--- src/rtl/load_ext_ctrl_pkg.sv ---
`default_nettype none
// ============================================================================
// load_ext_ctrl_pkg
// Shared size/state encodings and the request legality check for the load path.
// Revision: 1.0
// ============================================================================
package load_ext_ctrl_pkg;

  typedef enum logic [1:0] {
    SZ_BYTE = 2'b00,
    SZ_HALF = 2'b01,
    SZ_WORD = 2'b10,
    SZ_ILL  = 2'b11
  } size_e;

  typedef enum logic [1:0] {
    ST_IDLE = 2'b00,
    ST_MEM  = 2'b01,
    ST_RESP = 2'b10
  } state_e;

  // Request is rejected without a memory access: illegal size or misaligned.
  function automatic logic req_is_bad(input logic [1:0] size, input logic [1:0] addr_lo);
    return (size == SZ_ILL) ||
           ((size == SZ_HALF) && addr_lo[0]) ||
           ((size == SZ_WORD) && (addr_lo != 2'b00));
  endfunction

endpackage
`default_nettype wire

--- src/rtl/load_lane_ext.sv ---
`default_nettype none
// ============================================================================
// load_lane_ext
// Selects the addressed byte/half lane of a little-endian word and extends it.
// Revision: 1.0
// ============================================================================
module load_lane_ext
  import load_ext_ctrl_pkg::*;
(
  input  logic [31:0] i_word,
  input  logic [1:0]  i_addr,
  input  logic [1:0]  i_size,
  input  logic        i_sext,
  output logic [31:0] o_data
);

  logic [7:0]  w_byte;
  logic [15:0] w_half;

  always_comb begin
    w_byte = 8'h00;
    case (i_addr)
      2'd0:    w_byte = i_word[7:0];
      2'd1:    w_byte = i_word[15:8];
      2'd2:    w_byte = i_word[23:16];
      default: w_byte = i_word[31:24];
    endcase
    w_half = i_addr[1] ? i_word[31:16] : i_word[15:0];
  end

  always_comb begin
    o_data = 32'h0;
    case (i_size)
      SZ_BYTE: o_data = {{24{i_sext & w_byte[7]}}, w_byte};
      SZ_HALF: o_data = {{16{i_sext & w_half[15]}}, w_half};
      SZ_WORD: o_data = i_word;
      default: o_data = 32'h0;
    endcase
  end

endmodule
`default_nettype wire

--- src/rtl/load_ext_ctrl.sv ---
`default_nettype none
// ============================================================================
// load_ext_ctrl
// Single-outstanding load sequencer: aligned read, timeout, lane extend, response.
// Revision: 1.0
// ============================================================================
module load_ext_ctrl
  import load_ext_ctrl_pkg::*;
#(
  parameter int ADDR_W  = 32,
  parameter int TIMEOUT = 16
) (
  input  logic              clk,
  input  logic              rst_n,
  input  logic              i_req_valid,
  output logic              o_req_ready,
  input  logic [ADDR_W-1:0] i_req_addr,
  input  logic [1:0]        i_req_size,
  input  logic              i_req_sext,
  output logic              o_mem_req,
  output logic [ADDR_W-1:0] o_mem_addr,
  input  logic              i_mem_ack,
  input  logic [31:0]       i_mem_rdata,
  output logic              o_rsp_valid,
  input  logic              i_rsp_ready,
  output logic [31:0]       o_rsp_data,
  output logic              o_rsp_err
);

  localparam int                 c_CNT_W   = $clog2(TIMEOUT);
  localparam logic [c_CNT_W-1:0] c_CNT_MAX = c_CNT_W'(TIMEOUT - 1);

  state_e              r_state;
  logic                r_req_ready;
  logic                r_mem_req;
  logic [ADDR_W-1:0]   r_mem_addr;
  logic                r_rsp_valid;
  logic [31:0]         r_rsp_data;
  logic                r_rsp_err;
  logic [c_CNT_W-1:0]  r_cnt;
  logic [1:0]          r_lane_addr;
  logic [1:0]          r_size;
  logic                r_sext;
  logic [31:0]         w_ext_data;

  load_lane_ext u_lane_ext (
    .i_word (i_mem_rdata),
    .i_addr (r_lane_addr),
    .i_size (r_size),
    .i_sext (r_sext),
    .o_data (w_ext_data)
  );

  always_ff @(posedge clk or negedge rst_n) begin
    if (!rst_n) begin
      r_state     <= ST_IDLE;
      r_req_ready <= 1'b1;
      r_mem_req   <= 1'b0;
      r_mem_addr  <= '0;
      r_rsp_valid <= 1'b0;
      r_rsp_data  <= 32'h0;
      r_rsp_err   <= 1'b0;
      r_cnt       <= '0;
      r_lane_addr <= 2'b00;
      r_size      <= 2'b00;
      r_sext      <= 1'b0;
    end else begin
      case (r_state)
        ST_IDLE: begin
          if (i_req_valid) begin
            r_lane_addr <= i_req_addr[1:0];
            r_size      <= i_req_size;
            r_sext      <= i_req_sext;
            r_req_ready <= 1'b0;
            if (req_is_bad(i_req_size, i_req_addr[1:0])) begin
              r_state     <= ST_RESP;
              r_rsp_valid <= 1'b1;
              r_rsp_err   <= 1'b1;
              r_rsp_data  <= 32'h0;
            end else begin
              r_state    <= ST_MEM;
              r_mem_req  <= 1'b1;
              r_mem_addr <= {i_req_addr[ADDR_W-1:2], 2'b00};
              r_cnt      <= '0;
            end
          end
        end
        ST_MEM: begin
          // An ack arriving on the expiry cycle still delivers data.
          if (i_mem_ack || (r_cnt == c_CNT_MAX)) begin
            r_state     <= ST_RESP;
            r_mem_req   <= 1'b0;
            r_mem_addr  <= '0;
            r_rsp_valid <= 1'b1;
            r_rsp_err   <= !i_mem_ack;
            r_rsp_data  <= i_mem_ack ? w_ext_data : 32'h0;
          end else begin
            r_cnt <= r_cnt + 1'b1;
          end
        end
        ST_RESP: begin
          if (i_rsp_ready) begin
            r_state     <= ST_IDLE;
            r_rsp_valid <= 1'b0;
            r_rsp_data  <= 32'h0;
            r_rsp_err   <= 1'b0;
            r_req_ready <= 1'b1;
          end
        end
        default: begin
          r_state     <= ST_IDLE;
          r_req_ready <= 1'b1;
        end
      endcase
    end
  end

  assign o_req_ready = r_req_ready;
  assign o_mem_req   = r_mem_req;
  assign o_mem_addr  = r_mem_addr;
  assign o_rsp_valid = r_rsp_valid;
  assign o_rsp_data  = r_rsp_data;
  assign o_rsp_err   = r_rsp_err;

endmodule
`default_nettype wire

--- config.mk ---
export PLATFORM = sky130hd
export DESIGN_NAME = load_ext_ctrl
export DESIGN_NICKNAME = d
export VERILOG_FILES = /design/src/rtl/load_ext_ctrl_pkg.sv /design/src/rtl/load_lane_ext.sv /design/src/rtl/load_ext_ctrl.sv
export SDC_FILE = /design/constraint.sdc
export NUM_CORES = 1
export LEC_CHECK = 0
export CAP_MARGIN = 20
export CORE_ASPECT_RATIO = 0.9
export CORE_MARGIN = 2
export CORE_UTILIZATION = 40
export DETAILED_ROUTE_END_ITERATION = 10
export GPL_ROUTABILITY_DRIVEN = 1
export PLACE_DENSITY = 0.73
export SLEW_MARGIN = 20
export SYNTH_ARGS = -nofsm -noshare
export SYNTH_HDL_FRONTEND = slang
export SYNTH_SLANG_ARGS = --single-unit
--- constraint.sdc ---
create_clock -name clk -period 2.6 [get_ports clk]
set_input_delay 0.52 -clock clk [delete_from_list [all_inputs] [get_ports clk]]
set_output_delay 0.52 -clock clk [all_outputs]
set_load 0.02 [all_outputs]
After elaboration in Yosys (flattened, before gate mapping)
Index checks and enable logic that the tools add are counted.
{"block": "totals", "ff_bits": 79}
{"block": "op_classes", "n_addsub": 1, "eq_ne": 16, "mux": 36, "bitwise_logic": 3, "n_reduce_logical": 18}
{"operator": "2-to-1 mux 32 bit", "count": 8}
{"operator": "one-hot mux 32 bit (3 select lines)", "count": 2}
{"operator": "one-hot mux 32 bit (2 select lines)", "count": 1}
{"operator": "one-hot mux 8 bit (3 select lines)", "count": 1}
{"operator": "2-to-1 mux 16 bit", "count": 1}
{"operator": "2-to-1 mux 4 bit", "count": 3}
{"operator": "!= test 2 bit (second input constant)", "count": 6}
{"operator": "== test 2 bit (second input constant)", "count": 5}
{"operator": "2-to-1 mux 1 bit", "count": 10}
{"operator": "one-hot mux 1 bit (3 select lines)", "count": 3}
{"operator": "== test 2 x 1 -> 1 bit (second input constant)", "count": 4}
{"operator": "2-to-1 mux 2 bit", "count": 4}
{"operator": "one-hot mux 4 bit (2 select lines)", "count": 1}
{"operator": "AND reduction 4 bit", "count": 2}
{"operator": "zero test 2 bit", "count": 3}
{"operator": "one-hot mux 2 bit (3 select lines)", "count": 1}
{"operator": "AND reduction 3 bit", "count": 2}
{"operator": "AND reduction 5 bit", "count": 1}
{"operator": "adder 4 x 1 -> 4 bit (second input constant)", "count": 1}
{"operator": "== test 4 bit (second input constant)", "count": 1}
{"operator": "nonzero test 2 bit", "count": 2}
{"operator": "logical OR 1 bit", "count": 3}
{"operator": "nonzero test 3 bit", "count": 1}
{"operator": "AND 1 bit", "count": 2}
{"operator": "5 further kinds", "count": 6}

Logic depth before layout (Yosys ltp)
Gate-level depths: netlist of run 1.
{"block": "depth", "depth_word": 7, "mapped_depth": 8, "ltp_nobuf": 6}

By module
Synthesis of run 1 repeated with hierarchy kept, for this count alone.
{"block": "unflattened", "cells_unflattened": 352, "area_unflattened_um2": 4149.0}
{"module": "load_ext_ctrl", "instances": 1, "cells_per_inst": 257, "area_per_inst_um2": 3430.8, "seq_area_each_um2": 1928.1}
{"module": "load_lane_ext", "instances": 1, "cells_per_inst": 95, "area_per_inst_um2": 718.2, "seq_area_each_um2": 0.0}

Least setup slack after synthesis of run 1
Ideal clock, no wire load.
{"block": "synth_path", "path_type": "input port to flip-flop", "start": "in i_mem_rdata[31]", "end": "reg r_rsp_data[22], in the netlist o_rsp_data[22]", "t_arrival_ns": 1.683, "required_ns": 2.477, "path_slack_ns": 0.794, "cell_stages": 6, "path_buffers": 2, "cell_sequence": "mux4_2 > or2_1 > buf_2 > buf_6 > a22oi_2 > o2bb2ai_1"}
{"block": "synth_between", "elab_chain_cells": 6, "elab_cells_between_ends": 8, "classes_between": "mux (6); bitwise (2)"}
{"element": "start: declaration", "line": "load_ext_ctrl.sv:23", "rtl": "input logic [31:0] i_mem_rdata,"}
{"element": "one-hot mux 8 bit (3 select lines) or 2-to-1 mux 16 bit (tied branches)", "line": "load_lane_ext.sv:22, load_lane_ext.sv:28"}
{"element": "AND 1 bit, on equally long branches", "line": "load_lane_ext.sv:34, load_lane_ext.sv:35"}
{"element": "one-hot mux 32 bit (3 select lines) (*)", "line": "load_lane_ext.sv:33", "rtl": "case (i_size)"}
{"element": "2-to-1 mux 32 bit (*)", "line": "load_ext_ctrl.sv:96", "rtl": "r_rsp_data <= i_mem_ack ? w_ext_data : 32'h0;"}
{"element": "2-to-1 mux 32 bit (*)", "line": "load_ext_ctrl.sv:90", "rtl": "if (i_mem_ack || (r_cnt == c_CNT_MAX)) begin"}
{"element": "one-hot mux 32 bit (3 select lines) (*)", "line": "load_ext_ctrl.sv:68", "rtl": "case (r_state)"}
{"element": "end signal: assignment", "line": "load_ext_ctrl.sv:96"}
{"element": "end: declaration", "line": "load_ext_ctrl.sv:38", "rtl": "logic [31:0] r_rsp_data;"}
Mark *: on every way between the ends. The rest lies on a longest branch, timed or not. The select of a mux whose other input is x is not followed.
A chain may end at the register's enable or synchronous reset.

Worst setup path after layout of run 1
{"block": "layout_path", "start": "in i_req_size[0]", "end": "reg r_mem_addr[28], in the netlist o_mem_addr[28]"}
{"block": "layout_between", "elab_chain_cells": 6, "elab_cells_between_ends": 9, "classes_between": "eq/ne (4); reduce/logical (5)"}
{"element": "start: declaration", "line": "load_ext_ctrl.sv:18", "rtl": "input logic [1:0] i_req_size,"}
{"element": "== test 2 x 1 -> 1 bit", "line": "load_ext_ctrl_pkg.sv:25", "rtl": "((size == SZ_HALF) && addr_lo[0]) ||"}
{"element": "logical AND 1 bit", "line": "load_ext_ctrl_pkg.sv:25"}
{"element": "logical OR 1 bit", "line": "load_ext_ctrl_pkg.sv:24", "rtl": "return (size == SZ_ILL) ||"}
{"element": "logical OR 1 bit (*)", "line": "load_ext_ctrl_pkg.sv:25"}
{"element": "!= test 2 bit (no source line) (*)"}
{"element": "AND reduction 4 bit (no source line) (*)"}
{"element": "end signal: assignment", "line": "load_ext_ctrl.sv:83", "rtl": "r_mem_addr <= {i_req_addr[ADDR_W-1:2], 2'b00};"}
{"element": "end: declaration", "line": "load_ext_ctrl.sv:36", "rtl": "logic [ADDR_W-1:0] r_mem_addr;"}
Mark *: on every way between the ends. The rest lies on a longest branch, timed or not.

==> results of run 1 <==
-- registers in the layout, indices dropped and copies added, names as in the netlist --
name / count
o_mem_addr: 30
o_mem_req: 1
o_req_ready: 1
o_rsp_data: 32
o_rsp_err: 1
o_rsp_valid: 1
r_cnt: 4
r_lane_addr: 2
r_sext: 1
r_size: 2
r_state: 2
-- worst register-to-register path: cells and delay by family, from the launching register on --
kind / cells / cell delay (ns)
buffers and inverters: 1 / 0.22
AND/OR/NAND/NOR: 2 / 0.48
adder cells (fa/ha/maj): 1 / 0.36
flip-flops: 1 / 0.42
AO/OA/AOI/OAI: 2 / 0.45
-- through the flow --
stage,instances,power (mW),instance area (um^2)
final,577,6.38,5500
after global routing,577,6.81,5500
after CTS,577,6.44,5500
after detailed placement,562,5.42,5290
after global placement,562,5.37,5290
after floorplan,318,4.14,3800
-- cell families after synthesis --
family / synth area share
AO/OA/AOI/OAI: 0.276
flip-flops: 0.508
AND/OR/NAND/NOR: 0.0767
buffers and inverters: 0.0481
multiplexers: 0.0774
adder cells (fa/ha/maj): 0.0132
other: 0.000987
-- worst paths after layout --
| check | from | end | slack [ns] | cells after the start |
|---|---|---|---|---|
| min | rst_n | o_rsp_data[4] | 0.15 | 1 |
| max in group asynchronous | rst_n | o_rsp_data[15] | 1.81 | 2 |
| max | i_req_size[0] | o_mem_addr[28] | 0.50 | 6 |
| max reg2reg | r_state[0] | o_rsp_data[9] | 0.56 | 6 |
| min in group clk | o_mem_req | o_mem_req | 0.49 | 1 |
| min reg2reg | o_mem_req | o_mem_req | 0.49 | 1 |
-- layout by cell type (no fill, tap or decap), types with 5 or more instances in the layout --
cell type / netlist / final
mux2i_1: 17 / 17
a32oi_1: 6 / 6
a22o_1: 30 / 30
o21ai_0: 10 / 10
a22oi_1: 7 / 7
o2bb2ai_1: 25 / 25
clkbuf_8: 0 / 10
a22oi_2: 10 / 10
buf_4: 4 / 10
nand2b_1: 5 / 5
and3_1: 5 / 5
nand2_1: 29 / 29
mux2_2: 7 / 7
a32o_1: 8 / 8
dfrtp_1: 76 / 76
clkdlybuf4s50_1: 0 / 136
-- power groups by stage --
stage,sequential [mW],combinational (mW),clock [mW]
6_report,1.90,3.50,0.980
3_3_place_gp,1.92,3.45,0
5_1_grt,1.96,3.79,1.06
4_1_cts,1.90,3.52,1.02
2_1_floorplan,2.23,1.91,0
3_5_place_dp,1.90,3.52,0
-- layout make-up --
class | instances | area [um^2]
inverter | 5 | 18.8
clock inverter | 5 | 75.1
fill | 800 | 3670
clock buffer | 10 | 138
tap | 122 | 153
timing repair buffer | 149 | 1500
sequential | 77 | 1930
multi-input combinational | 209 | 1690
-- routing by layer --
| layer | routed length, um | GRT usage | vias up | part of all wire |
|---|---|---|---|---|
| met2 | 4540 | 0.320 | 171 | 0.44 |
| met3 | 1140 | 0.0671 | 9 | 0.11 |
| met5 | 0 | 0 | - | 0 |
| met1 | 4590 | 0.295 | 1538 | 0.44 |
| met4 | 73 | 0.0455 | 0 | 0.0071 |
| li1 | - | - | 1484 | - |
==> flow_summary.json, run 1 <==
{
  "cts_sinks": 77,
  "wirelength_um": 10300,
  "synth_top_area_cell": "dfrtp_1",
  "fp.coreArea_um2": 9170,
  "antenna_found_initial": 0,
  "rsz0062_at_grt": "no",
  "firstDrtPassIters": 4,
  "tightestPinTransition_ns": 0.604,
  "die_x_um": 107,
  "drv_slew": 0,
  "run_status": "completed",
  "crit_chain": "clkdlybuf4s50_1 -> o21a_1 -> o311ai_4 -> o211ai_2 -> buf_12 -> a22o_1",
  "drt_iter0_drc": 170,
  "area_delta_synth_final_pct": 44.8,
  "antenna_left": 0,
  "fin_util": 0.600,
  "htreeDepth": 3,
  "syn_inst": 317,
  "grt_pass1_wl_um": 16700,
  "hold_path_class": "input port to async pin",
  "seq_area_frac_synth": 0.508,
  "ir_drop_v": 0.000534,
  "maxSlewHeadroom": 0.593,
  "num_vias": 3202,
  "power.density_nw_per_um2": 1160,
  "ys.flop_type": "dfrtp_1",
  "path_class": "input port to flop",
  "dp.final_hpwl_um": 7420,
  "synth-seq-cells": 77,
  "grt_max_degree": 43,
  "fin_nets": 527,
  "worstPathRequired_ns": 2.82,
  "route.detailed.drc": 0,
  "final_hold_viol_count": 0,
  "p_seq_frac": 0.297,
  "synthMostInstantiatedCell": "dfrtp_1",
  "via_per_inst": 5.55,
  "grt_pass1_vias": 3177,
  "max_stage_delay_ns": 0.48,
  "dp_slack_ns": 0.164,
  "start_util": 0.414,
  "cts_max_path_buffers": 2,
  "layout_setup_ws_ns": 0.498,
  "wl_per_cell_um": 17.9,
  "cts_buffers": 9,
  "worst-path-max-fanout": 31,
  "maxCapViolations": 0,
  "crit_slowest_cell": "clkdlybuf4s50_1",
  "critPathTopFamily": "compound AO/OA/AOI/OAI gates",
  "setup_viol": 0,
  "sw_frac_of_total": 0.402,
  "worstSetupStartpointType": "input port",
  "finalCritPeriodShare": 0.808,
  "post-cts-setup-buffer-count": 0,
  "num_antenna_cells": 0,
  "cts_hold_buffers": 0,
  "drive_gt1_frac": 0.116,
  "power_leakage_nw": 2.37,
  "globalRouteOverflowTotal": 0,
  "synth-edff-count": 0,
  "synth.area.top_cells": "dfrtp_1 (50%), a22o_1 (6.9%), o2bb2ai_1 (5.8%)",
  "cts_tree": "built",
  "tns_ns": 0,
  "fmax_mhz": 476,
  "clock_latency_ns": 0.34,
  "p_sw_mw": 2.57,
  "design.die.area_um2": 10300,
  "fp-row-count": 33,
  "track_usage": 0.210,
  "period_minus_slack_ns": 2.10,
  "clk_pin_slew_worst_paths_ns": 0.08,
  "gp_congestion": 0.843,
  "yosys_warnings": 0,
  "synth_cell_types": 48,
  "synthesis.area_um2": 3800,
  "clk_root_buffer_cell": "clkbuf_8",
  "die_height_um": 96.5,
  "worst_ep_arrival_time_ns": 2.32,
  "cp_num_buf_inv": 2,
  "io_buffers": 137,
  "pwr-share-clk": 0.154,
  "pwr-share-comb": 0.549,
  "yosysTopAreaCellShare": 0.501,
  "synth.top_cells.by_count": "dfrtp_1 (76), a22o_1 (30), nand2_1 (29)",
  "cts_resized": 0,
  "holdWs_ns": 0.149,
  "synth-async-reset-ratio": 1.00,
  "fin_skew_ns": 0.00957,
  "worst_setup_path_end_kind": "flop",
  "avgSynthCellArea_um2": 12.0,
  "pin_count": 140,
  "p_int_mw": 3.81
}
No activity file was read; power rests on OpenSTA's default activity.
==> inputs of run 2 (changes only) <==
clock period = 2 ns   (was 2.6 ns; I/O delays follow)
==> run 2 against run 1 <==
  * Sequential share of layout area fell by 1.4 points
  * Die area did not move
  * Setup slack got worse by 0.38 ns
  * Utilization rose by 2.6 points
  * Count of clock-buffer cells in the layout did not move
  * Combinational power rose by 40%
  * Clock skew barely moved
  * Total power rose by 33%
  * Global-route usage rose by 0.82 points
  * Clock power rose by 15%
  * First-iteration DRC count fell by 13%
==> flow_summary.json, run 2 (synthesis results as in run 1) <==
{
  "run_status": "completed",
  "die_height_um": 96.5,
  "clk_pin_slew_worst_paths_ns": 0.08,
  "hold_path_class": "input port to async pin",
  "fp.coreArea_um2": 9170,
  "cts_sinks": 77,
  "p_total_mw": 8.47,
  "grt_pass1_vias": 3356,
  "via_per_inst": 5.56,
  "wl_per_cell_um": 18.0,
  "crit_slowest_cell": "clkdlybuf4s50_1",
  "fmax_mhz": 532,
  "tns_ns": 0,
  "tightestPinTransition_ns": 0.930,
  "cts_buffers": 9,
  "wirelength_um": 10900,
  "num_antenna_cells": 0,
  "fp-row-count": 33,
  "power_leakage_nw": 2.51,
  "cts_tree": "built",
  "worst-path-max-fanout": 2,
  "pin_count": 140,
  "antenna_left": 0,
  "finalCritPeriodShare": 0.940,
  "crit_chain": "clkdlybuf4s50_1",
  "drive_gt1_frac": 0.169,
  "path_class": "flop to primary output",
  "clock_latency_ns": 0.36,
  "globalRouteOverflowTotal": 0,
  "grt_max_degree": 34,
  "largest_register_ff_count": 32,
  "cp_num_buf_inv": 1,
  "dp.final_hpwl_um": 7970,
  "antenna_found_initial": 0,
  "layout_common_cells": "clkdlybuf4s50_1 (136), dfrtp_1 (76), buf_4 (36)",
  "final_hold_viol_count": 0,
  "area_delta_synth_final_pct": 51.0,
  "setup_viol": 0,
  "power.density_nw_per_um2": 1480,
  "fin_nets": 557,
  "track_usage": 0.218,
  "route.detailed.drc": 0,
  "drt_iter0_drc": 148,
  "worstSetupStartpointType": "flop",
  "maxSlewHeadroom": 0.379,
  "max_stage_delay_ns": 0.59,
  "firstDrtPassIters": 4,
  "maxCapViolations": 0,
  "htreeDepth": 3,
  "die_x_um": 107,
  "gp_congestion": 0.903,
  "drv_slew": 0,
  "start_util": 0.414,
  "worst_ep_arrival_time_ns": 1.48,
  "final_common_cell": "clkdlybuf4s50_1",
  "rsz0062_at_grt": "no",
  "critPathTopFamily": "buffers and inverters",
  "design.die.area_um2": 10300,
  "io_buffers": 137,
  "cts_max_path_buffers": 2,
  "clk_root_buffer_cell": "clkbuf_8",
  "period_minus_slack_ns": 1.88,
  "num_vias": 3376,
  "worstPathRequired_ns": 1.60,
  "fin_skew_ns": 0.00997,
  "grt_pass1_wl_um": 17200,
  "fillers": 756,
  "worst_setup_path_end_kind": "primary output",
  "ir_drop_v": 0.000816
}
==> run 2: stage by stage <==
step / utilization / instances / instance area [um^2] / setup slack, ns / hold slack, ns
floorplan: - / 318 / 3800 / 0.237 / 0.104
global placement: 0.605 / 591 / 5540 / -0.162 / 0.291
detailed placement: 0.605 / 591 / 5540 / -0.191 / 0.294
CTS: 0.625 / 607 / 5730 / 0.0965 / 0.451
global route: 0.626 / 607 / 5740 / 0.0729 / 0.479
finish: 0.626 / 607 / 5740 / 0.120 / 0.457
==> run 2: metal layers <==
metal,GRT usage,routed length (um),up-vias
met4,0.0812,199,0
met5,0,0,-
met1,0.295,4760,1640
li1,-,-,1544
met2,0.334,4920,175
met3,0.0644,1030,17
==> run 2: worst paths after layout <==
check / startpoint / endpoint / slack, ns / cells after the start
setup / recovery: o_req_ready / o_req_ready / 0.12 / 1
hold / removal: rst_n / r_state[1] / 0.46 / 2
setup reg to reg: r_state[0] / o_rsp_data[14] / 0.19 / 7
hold reg to reg: o_rsp_data[4] / o_rsp_data[4] / 0.49 / 1
max in group asynchronous: rst_n / o_mem_addr[2] / 0.91 / 3
min in group clk: o_rsp_data[4] / o_rsp_data[4] / 0.49 / 1
==> run 2: power by group <==
part	leakage (nW)	internal [mW]	switching (mW)
Clock	0.0919	0.563	0.571
Combinational	1.41	2.38	2.52
Sequential	1.00	2.08	0.359
==> run 2: repair_timing <==
action / 4_1_cts / 5_1_grt
setup buffers: 0 / 0
setup endpoints to repair: 0 / 3
hold endpoints to repair: 15 / 0
resized for setup: 0 / 1
hold buffers: 1 / 0
==> run 2: area by class of cell <==
type	count	area, um^2	area share
Sequential cell	77	1930	0.336
Timing Repair Buffer	179	1760	0.307
Multi-Input combinational cell	209	1690	0.295
Tap cell	122	153	0.0266
Clock buffer	10	128	0.0223
Clock inverter	5	52.6	0.00916
Inverter	5	18.8	0.00327
